[src/rtl/vga_scanout.sv]
// 640x480@60 VGA scan-out: reads the 160x120 frame buffer in raster order and upscales each pixel 4x4.
// Optional build macro TEST_PATTERN_EN adds eight vertical colour bars selected by pattern_sel.
module vga_scanout #(
   parameter int H_VISIBLE = 640,
   parameter int H_FP      = 16,
   parameter int H_SYNC    = 96,
   parameter int H_BP      = 48,
   parameter int V_VISIBLE = 480,
   parameter int V_FP      = 10,
   parameter int V_SYNC    = 2,
   parameter int V_BP      = 33
) (
   input  logic        clk,
   input  logic        reset_n,
   output logic [14:0] rd_addr,
   input  logic [2:0]  rd_data,
   input  logic        pattern_sel,
   output logic [7:0]  vga_r,
   output logic [7:0]  vga_g,
   output logic [7:0]  vga_b,
   output logic        vga_hs,
   output logic        vga_vs,
   output logic        vga_blank_n,
   output logic        vga_sync_n,
   output logic        vga_clk,
   output logic        frame_start
);

   localparam logic [9:0] H_LAST   = 10'(H_VISIBLE + H_FP + H_SYNC + H_BP - 1);
   localparam logic [9:0] V_LAST   = 10'(V_VISIBLE + V_FP + V_SYNC + V_BP - 1);
   localparam logic [9:0] H_VIS    = 10'(H_VISIBLE);
   localparam logic [9:0] V_VIS    = 10'(V_VISIBLE);
   localparam logic [9:0] HS_START = 10'(H_VISIBLE + H_FP);
   localparam logic [9:0] HS_END   = 10'(H_VISIBLE + H_FP + H_SYNC);
   localparam logic [9:0] VS_START = 10'(V_VISIBLE + V_FP);
   localparam logic [9:0] VS_END   = 10'(V_VISIBLE + V_FP + V_SYNC);

   logic       r_pixEn;
   logic [9:0] r_hCnt;
   logic [9:0] r_vCnt;
   logic       r_hs;
   logic       r_vs;
   logic       r_blankN;
   logic [7:0] r_red;
   logic [7:0] r_green;
   logic [7:0] r_blue;
   logic       r_frameStart;
   logic       r_vgaClk;

   logic        w_visible;
   logic [14:0] w_vy;
   logic [14:0] w_hx;
   logic [2:0]  w_colour;

   // pix_en starts high so the first edge after reset already emits pixel (0,0).
   always_ff @(posedge clk or negedge reset_n) begin
      if (!reset_n) begin
         r_pixEn <= 1'b1;
         r_hCnt  <= '0;
         r_vCnt  <= '0;
      end else begin
         r_pixEn <= ~r_pixEn;
         if (r_pixEn) begin
            if (r_hCnt == H_LAST) begin
               r_hCnt <= '0;
               r_vCnt <= (r_vCnt == V_LAST) ? 10'd0 : r_vCnt + 10'd1;
            end else begin
               r_hCnt <= r_hCnt + 10'd1;
            end
         end
      end
   end

   assign w_visible = (r_hCnt < H_VIS) && (r_vCnt < V_VIS);
   assign w_vy      = {7'd0, r_vCnt[9:2]};
   assign w_hx      = {7'd0, r_hCnt[9:2]};
   // y*160 as (y<<7)+(y<<5) avoids a multiplier.
   assign rd_addr   = w_visible ? (w_vy << 7) + (w_vy << 5) + w_hx : 15'd0;

`ifdef TEST_PATTERN_EN
   logic [2:0] w_bar;

   always_comb begin
      w_bar = 3'd0;
      for (int k = 1; k < 8; k++) begin
         if (r_hCnt >= 10'(k * (H_VISIBLE / 8))) begin
            w_bar = 3'(k);
         end
      end
   end

   assign w_colour = pattern_sel ? w_bar : rd_data;
`else
   // pattern_sel has no function without the pattern generator.
   logic w_unused;
   assign w_unused = pattern_sel;
   assign w_colour = rd_data;
`endif

   // Sync, blank and colour share this one stage so they stay aligned at the pins.
   always_ff @(posedge clk or negedge reset_n) begin
      if (!reset_n) begin
         r_hs         <= 1'b1;
         r_vs         <= 1'b1;
         r_blankN     <= 1'b0;
         r_red        <= 8'h00;
         r_green      <= 8'h00;
         r_blue       <= 8'h00;
         r_frameStart <= 1'b0;
         r_vgaClk     <= 1'b0;
      end else begin
         r_vgaClk <= ~r_pixEn;
         if (r_pixEn) begin
            r_hs         <= ~((r_hCnt >= HS_START) && (r_hCnt < HS_END));
            r_vs         <= ~((r_vCnt >= VS_START) && (r_vCnt < VS_END));
            r_blankN     <= w_visible;
            r_red        <= (w_visible && w_colour[2]) ? 8'hFF : 8'h00;
            r_green      <= (w_visible && w_colour[1]) ? 8'hFF : 8'h00;
            r_blue       <= (w_visible && w_colour[0]) ? 8'hFF : 8'h00;
            r_frameStart <= (r_hCnt == 10'd0) && (r_vCnt == 10'd0);
         end else begin
            r_frameStart <= 1'b0;
         end
      end
   end

   assign vga_hs      = r_hs;
   assign vga_vs      = r_vs;
   assign vga_blank_n = r_blankN;
   assign vga_r       = r_red;
   assign vga_g       = r_green;
   assign vga_b       = r_blue;
   assign frame_start = r_frameStart;
   assign vga_clk     = r_vgaClk;
   assign vga_sync_n  = 1'b0;

endmodule

[config.mk]
export PLATFORM = sky130hd
export DESIGN_NAME = vga_scanout
export DESIGN_NICKNAME = d
export VERILOG_FILES = /design/src/rtl/vga_scanout.sv
export SDC_FILE = /design/constraint.sdc
export NUM_CORES = 1
export LEC_CHECK = 0
export ABC_CLOCK_PERIOD_IN_PS = 3300
export CAP_MARGIN = 20
export CORE_MARGIN = 2
export CORE_UTILIZATION = 30
export CTS_BUF_LIST = sky130_fd_sc_hd__clkbuf_8 sky130_fd_sc_hd__clkbuf_16
export DETAILED_ROUTE_END_ITERATION = 16
export GPL_TIMING_DRIVEN = 0
export PLACE_DENSITY_LB_ADDON = 0.1
export SKIP_CTS_REPAIR_TIMING = 1
export SLEW_MARGIN = 5
export SYNTH_ARGS = -nofsm -noshare
export SYNTH_HDL_FRONTEND = slang
export SYNTH_SLANG_ARGS = --single-unit
[constraint.sdc]
create_clock -name clk -period 3.3 [get_ports clk]
set_input_delay 0.66 -clock clk [delete_from_list [all_inputs] [get_ports clk]]
set_output_delay 0.66 -clock clk [all_outputs]
set_load 0.01 [all_outputs]
# Word level (Yosys, flattened, before mapping)
# Cells that the tools add are included.
[op_classes] reduce_logical=10 eq_ne=2 mux=7 order_cmp=6 n_addsub=4 n_bitwise=3
[ops] cell="$mux W8" count=3
[ops] cell="$add A10 B1 Y10 const B" count=2
[ops] cell="$eq A10 B10 Y1 const B" count=2
[ops] cell="$logic_not A10 Y1" count=2
[ops] cell="$lt A10 B10 Y1 const B" count=2
[ops] cell="$lt A10 B9 Y1 const B" count=2
[ops] cell="$mux W10" count=2
[ops] cell="$add A15 B13 Y15" count=1
[ops] cell="$add A15 B8 Y15" count=1
[ops] cell="$mux W15" count=1
[ops] cell="$ge A10 B10 Y1 const B" count=1
[ops] cell="$ge A10 B9 Y1 const B" count=1
[ops] cell="$logic_and A1 B1 Y1" count=7
[ops] cell="$not A1 Y1" count=3
[ops] cell="$reduce_and A2 Y1" count=1
[ops] cell="$mux W1" count=1
[word_totals] ff_bits=50 out_inout_bits=45 elab_cells=43

# Longest topological paths before layout
# Gate-level depths: netlist of the first run.
[logic_depth] ltp_word=4 depth_mapped=8 depth_no_buf=8

# Least setup slack after synthesis of the first run
# Ideal clock, no wire load.
[synth_timing] kind="flip-flop to output port" startpoint="register r_hCnt[9]" endpoint="output rd_addr[11]" required_ps=2640 path_slack_ps=416 path_buffers=0 arrival_time_ps=2224 path_stages_with_launch=9 cell_sequence="dfrtp_1 inv_1 fa_1 inv_1 ha_1 a211oi_1 o21bai_1 a21oi_1 mux2i_1"
[synth_via] elab_chain_cells=3 word_cells_on_any_way=4 classes_between="1 x add/sub; 1 x order compare; 1 x mux; 1 x reduce/logical"
[synth_lines] item="start, declared" line="39" rtl="logic [9:0] r_hCnt;"
[synth_lines] item="start signal, assigned" line="68" rtl="r_hCnt <= r_hCnt + 10'd1;"
[synth_lines] item="branches (longest 2 deep; another with $add A15 B8 Y15)"
[synth_lines] item="$mux W15 *" line="78" rtl="assign rd_addr = w_visible ? (w_vy << 7) + (w_vy << 5) + w_hx : 15'd0;"
[synth_lines] item="end, declared" line="15" rtl="output logic [14:0] rd_addr,"
# Every way passes the cells marked *.

# Final worst setup path of the first run
[layout_timing] startpoint="register r_vCnt[4]" endpoint="output rd_addr[11]"
[layout_via] elab_chain_cells=3 word_cells_on_any_way=5 classes_between="2 x add/sub; 1 x order compare; 1 x mux; 1 x reduce/logical"
[layout_lines] item="start, declared" line="40" rtl="logic [9:0] r_vCnt;"
[layout_lines] item="start signal, assigned" line="66" rtl="r_vCnt <= (r_vCnt == V_LAST) ? 10'd0 : r_vCnt + 10'd1;"
[layout_lines] item="$add A15 B13 Y15 / $lt A10 B9 Y1 (equally long branches)" line="78, 74"
[layout_lines] item="$add A15 B8 Y15 / $logic_and A1 B1 Y1 (equally long branches)" line="78, 74"
[layout_lines] item="$mux W15 *" line="78"
# Mark *: on every way between the ends. The rest lies on a longest branch, timed or not.

==> results of run 1 <==
==> worst max-delay path: cells and delay by family (launching register included) <==
kind	cells	cell delay [ps]
fa+ha+maj	2	840
compound gates	3	530
buf+inv	3	260
flops	1	380
mux	1	200
==> through the flow <==
step	hold slack [ps]	std cells	utilization	TNS (ps)
after floorplan	364.4	227	-	0
after global placement	484.5	371	0.4007	-1381
after detailed placement	477.6	371	0.4000	-1305
after CTS	450.5	379	0.4131	-5196
after global routing	473.9	393	0.4401	0
final	432.1	393	0.4401	0
==> registers in the layout, summed over array words and instances (netlist names) <==
| signal | cells |
|---|---|
| r_hCnt | 10 |
| r_vCnt | 10 |
| frame_start | 1 |
| r_pixEn | 1 |
| vga_b | 1 |
| vga_blank_n | 1 |
| vga_clk | 1 |
| vga_g | 1 |
| vga_hs | 1 |
| vga_r | 1 |
| vga_vs | 1 |
==> per-layer routing <==
metal | GRT usage | vias to the layer above | wire length [um]
met5 | 0 | - | 0
met4 | 0.03306 | 0 | 17
met3 | 0.02985 | 2 | 336
met2 | 0.2191 | 54 | 2364
met1 | 0.1857 | 820 | 2511
li1 | - | 904 | -
==> cells by family after synthesis <==
family | share of synthesized area
AO/OA/AOI/OAI | 0.1000
XOR/XNOR | 0.05698
adder cells (fa/ha/maj) | 0.1291
buffers and inverters | 0.1221
flip-flops | 0.3390
multiplexers | 0.02849
other | 0.001743
AND/OR/NAND/NOR | 0.2227
==> power by group <==
| group | total [mW] | switching [mW] | internal, mW | leakage (nW) |
|---|---|---|---|---|
| combinational | 0.0700 | 0.0251 | 0.0448 | 1.06 |
| clock | 0.303 | 0.139 | 0.164 | 0.0538 |
| sequential | 0.362 | 0.00427 | 0.357 | 0.359 |
==> final timing paths <==
check / from / to / slack, ps / cells after the start
min in group clk: vga_hs / vga_hs / 490 / 2
hold / removal: reset_n / r_vCnt[0] / 430 / 1
setup / recovery: r_vCnt[4] / rd_addr[11] / 150 / 9
hold reg to reg: vga_hs / vga_hs / 490 / 2
max in group asynchronous: reset_n / r_vCnt[2] / 2370 / 1
setup reg to reg: r_pixEn / r_vCnt[5] / 1440 / 6
==> synth_stat cells (3+ instances only) <==
master     instances  area share
dfrtp_1           26        0.30
buf_4             23       0.080
ha_1              19        0.11
nor2_1            17       0.030
inv_1             14       0.024
nand2_1           13       0.023
xnor2_1           11       0.045
a21oi_1            7       0.016
and2_1             7       0.020
and3_1             6       0.017
nand3_1            6       0.014
o21ai_0            6       0.014
mux2i_1            5       0.023
nand2b_1           5       0.015
a21o_1             4       0.014
nand4_1            4       0.012
a31oi_1            3      0.0087
dfstp_2            3       0.037
nor3_1             3      0.0070
o2bb2ai_1          3       0.012
xor2_1             3       0.012
==> layout make-up <==
type                            count  area [um2]  share of cell area
Multi-Input combinational cell    156        1234              0.4081
Sequential cell                    29       735.7              0.2434
Timing Repair Buffer               62       580.6              0.1921
Buffer                             28       210.2             0.06954
Tap cell                           96       120.1             0.03974
Clock buffer                        6       82.58             0.02732
Inverter                           14       52.55             0.01738
Clock inverter                      2       7.507            0.002483
==> metrics.yaml, run 1 <==
overflow: 0
tightest_slew_ps: 702.0
start_util: 0.3133
hp-class: "input pin to async pin"
clock-sinks: 29
crit_arrival_ps: 2490
finClkSkew_ps: 8.894
max_freq_mhz: 317.0
fp.dieW_um: 88.70
drive_gt1_frac: 0.2525
wl_per_cell_um: 13.31
drt-initial-drc-count: 62
startpoint_type: "register"
synth_cells: 227
syn-cell-area_um2: 2152
yosys_warnings: 0
gp_congestion: 0.7603
grt_antenna_before_repair: 0
drcViolationCount: 0
crit_type: "register to output port"
ys_seq_elements: 29
irDropWorstVdd_uv: 170.3
htree_levels: 2
synth_ff_type: "dfrtp_1"
p_leak_nw: 1.478
drt_wl_total_um: 5229
pin_count: 51
path_cells: "inv_2 -> fa_1 -> inv_2 -> ha_4 -> a211oi_4 -> o21bai_1 -> a21oi_1 -> mux2i_1 -> buf_2"
root_buffer: "clkbuf_8"
fin_ws_ps: 145.2
async_flop_share: 1.000
grt_max_degree: 30
syn2layout_area_growth_pct: 40.47
nFillCells: 693
synth_nets: 254
end_kind: "output port"
yosysSeqAreaShare: 0.3390
total_power_uw: 734.2
synth_edf_count: 0
clock_path_buffers: 2
clkTransAtPathRegs_ps: 70
grtUsageTotal: 0.1360
n_antenna_cell: 0
slew-limit-headroom: 0.5320
die_h_um: 88.70
final_common_cell: "clkdlybuf4s50_1"
status: "finished clean"
dpl-instance-area_um2: 2748
num_vias: 1780
critPathMaxFanout: 3
die_area_um2: 7867
grt_pass1_vias: 1616
ant_nets: 0
dp_hpwl_um: 3796
final_cell_mix: "clkdlybuf4s50_1, buf_4, dfrtp_1"
drv_cap: 0
clk_latency_ps: 280
synth.avg_cell_area_um2: 9.480
dp_slack_ps: -293.4
critPathSlowestCell: "fa_1"
crit_path_frequent_cell: "inv_2"
portBuffers: 48
core-area_um2: 6869
numCtsBuffers: 5
ys_types: 52
rsz0062_at_grt: "false"
setup_viol: 0
design_area_um2: 3023
post_drt_via_cell_ratio: 4.529
hold_viol: 0
required_ps: 2640
cp_slowest_stage_delay_ps: 590
core.rowCount: 30
grt_first_pass_wirelength_um: 8190
period_needed_ps: 3155
finalCritPeriodShare: 0.9560
firstDrtPassIters: 5
p_per_area_nw_per_um2: 242.9
cts_tree: "yes"
report.final.slew_viol_count: 0
nets: 323
Note: power is estimated with default switching activity, not from simulation.
==> run 2: changes to the inputs <==
PLACE_DENSITY = 0.49   (was not set)
PLACE_DENSITY_LB_ADDON = not set   (was 0.1)
==> run 2 against run 1 <==
Net effect:
- sequential share of layout area grew 0.061 points
- clock power shrank 4%
- fmax shrank 2.3%
- critical path depth grew 1
- first-iteration DRC count grew 23%
- sequential cell count is the same
- wire length grew 2.4%
- critical path type unchanged
- largest cell class unchanged
- highest routed layer unchanged
==> metrics.yaml, run 2 (synthesis gave the netlist of run 1 again) <==
start_util: 0.3133  # unchanged
netSwitchingFraction: 0.2422  # +0.01322
fp.dieW_um: 88.70  # unchanged
tightest_slew_ps: 677.7  # -24.28 ps
grt_first_pass_wirelength_um: 8142  # -0.59%
drive_gt1_frac: 0.2703  # +0.01775
drcViolationCount: 0  # unchanged
share_seq_of_total_power: 0.501  # +0.008
pin_count: 51  # unchanged
n_antenna_cell: 0  # unchanged
final_common_cell: "clkdlybuf4s50_1"
max_freq_mhz: 309.6  # -2.3%
numCtsBuffers: 5  # unchanged
core-area_um2: 6869  # unchanged
gp_congestion: 0.7429  # -2.3%
use_met3: 0.02799  # -0.001866
syn2layout_area_growth_pct: 40.12
cts_tree: "yes"
cp_slowest_stage_delay_ps: 510  # -80 ps
portBuffers: 48  # unchanged
dp_slack_ps: -285.3  # +8.055 ps
num_vias: 1791  # +0.62%
drt-initial-drc-count: 76  # +23%
die_area_um2: 7867  # unchanged
final_cell_mix: "clkdlybuf4s50_1, buf_4, dfrtp_1"
end_kind: "output port"
largestRegisters: "r_hCnt x10, r_vCnt x10"
hp-class: "input pin to async pin"
overflow: 0  # unchanged
crit_arrival_ps: 2570  # +80 ps
setup_viol: 0  # unchanged
clock_path_buffers: 2  # unchanged
p_switching_uw: 175.0  # +4.1%
met2_usage: 0.2083  # -0.01085
hold_viol: 0  # unchanged
status: "finished clean"
critPathBufInv: 4  # +1
firstDrtPassIters: 4  # -1
report.final.slew_viol_count: 0  # unchanged
critPathMaxFanout: 7  # +4
post_drt_via_cell_ratio: 4.569  # +0.87%
nets: 322  # -0.31%
clock-sinks: 29  # unchanged
gr-usage-met1: 0.1936  # +0.007912
htree_levels: 2  # unchanged
crit_type: "register to output port"
clkTransAtPathRegs_ps: 70  # about the same
dpl-instance-area_um2: 2748  # unchanged
p_leak_nw: 1.498  # +1.3%
core.rowCount: 30  # unchanged
grt-busiest-layer: "met2"
critPathSlowestCell: "fa_1"
finClkSkew_ps: 4.418  # -4.476 ps
grt_max_degree: 30  # unchanged
clk_latency_ps: 280  # about the same
drt_wl_total_um: 5354  # +2.4%
total_power_uw: 722.5  # -1.6%
path_cells: "inv_2 -> fa_1 -> buf_4 -> fa_2 -> nand2b_4 -> a21oi_4 -> buf_6 -> a221oi_2 -> o21ai_1 -> buf_2"
critPathTopFamily: "adder cells"
p_clk_frac: 0.403  # -0.009
grt_pass1_vias: 1624  # +0.50%
irDropWorstVdd_uv: 119.0  # -30%
required_ps: 2640  # about the same
slew-limit-headroom: 0.5482  # +0.01619
dp_hpwl_um: 3824  # +0.75%
fin_ws_ps: 69.69  # -75.51 ps
root_buffer: "clkbuf_8"
grt_antenna_before_repair: 0  # unchanged
finalCritPeriodShare: 0.9789  # +0.02288
p_comb_frac: 0.097  # +0.002
wl_per_cell_um: 13.66  # +2.7%
rsz0062_at_grt: "true"
internal_power_uw: 547.5  # -3.3%
period_needed_ps: 3230  # +75.51 ps
nFillCells: 713  # +2.9%
grtUsageTotal: 0.1352  # -0.0007997
startpoint_type: "register"
ant_nets: 0  # unchanged
design_area_um2: 3015  # -0.25%
die_h_um: 88.70  # unchanged
p_per_area_nw_per_um2: 239.6  # -1.4%
drv_cap: 0  # unchanged
-- run 2: cell count changes in the layout (fill, tap and decap cells not counted), moves of 2 or more --
cell             delta
buf_4               -2
clkdlybuf4s50_1     -2
clkinv_2            +2
ha_4                -2
inv_1               -3
o21ai_0             -2
o21ai_1             +2
-- run 2: layout make-up --
| cell class | count | area [um2] | area share |
|---|---|---|---|
| repair buffers | 61 | 574.3 | 0.1905 |
| plain buffers | 28 | 210.2 | 0.06971 |
| clock buffers | 5 | 68.82 | 0.02282 |
| flip-flops and latches | 29 | 735.7 | 0.2440 |
| well taps | 96 | 120.1 | 0.03983 |
| clock inverters | 3 | 17.52 | 0.005809 |
| inverters | 14 | 52.55 | 0.01743 |
| multi-input cells | 156 | 1236 | 0.4100 |
-- run 2: per-layer routing --
metal  vias to the layer above  part of all wire
met5                         -                 0
met4                         0            0.0095
met3                         6             0.056
met2                        63              0.45
met1                       821              0.49
li1                        901                 -
-- run 2: worst paths after layout --
| kind | start | end | slack [ps] | cells after the start |
|---|---|---|---|---|
| max | r_hCnt[9] | rd_addr[14] | 70 | 10 |
| min reg2reg | vga_hs | vga_hs | 500 | 2 |
| min in group clk | vga_hs | vga_hs | 500 | 2 |
| min | reset_n | vga_clk | 410 | 1 |
| max reg2reg | r_pixEn | r_vCnt[5] | 1400 | 6 |
| max in group asynchronous | reset_n | r_hCnt[9] | 2400 | 1 |
-- run 2: worst register-to-register path: cells and delay by family (launching register included) --
family                    cells  cell delay, ps
and+or+nand+nor               3             750
xor gates and xnor gates      1             130
DFF                           1             530
buffers and inverters         2             380
-- run 2: power groups by stage --
| stage | Combinational [mW] | Sequential [mW] | Clock [mW] |
|---|---|---|---|
| 3_5_place_dp | 0.0713 | 0.368 | 0 |
| 4_1_cts | 0.0713 | 0.362 | 0.305 |
| 6_report | 0.0699 | 0.362 | 0.291 |
| 2_1_floorplan | 0.0286 | 0.369 | 0 |
| 3_3_place_gp | 0.0718 | 0.368 | 0 |
| 5_1_grt | 0.0754 | 0.362 | 0.316 |
-- run 2: stage by stage --
step / setup TNS, ps / instances / utilization / hold WS (ps)
after floorplan: 0 / 227 / - / 364.4
after global placement: -1414 / 371 / 0.4007 / 482.3
after detailed placement: -1266 / 371 / 0.4000 / 485.3
after CTS: -5052 / 379 / 0.4126 / 430.3
after global routing: -180.2 / 392 / 0.4390 / 452.1
final: 0 / 392 / 0.4390 / 410.7
==> run 3: changes to the inputs <==
GPL_ROUTABILITY_DRIVEN = 1   (was not set)
==> results of run 3 <==
No change in the layout: final DEF, timing and power equal those of run 2.
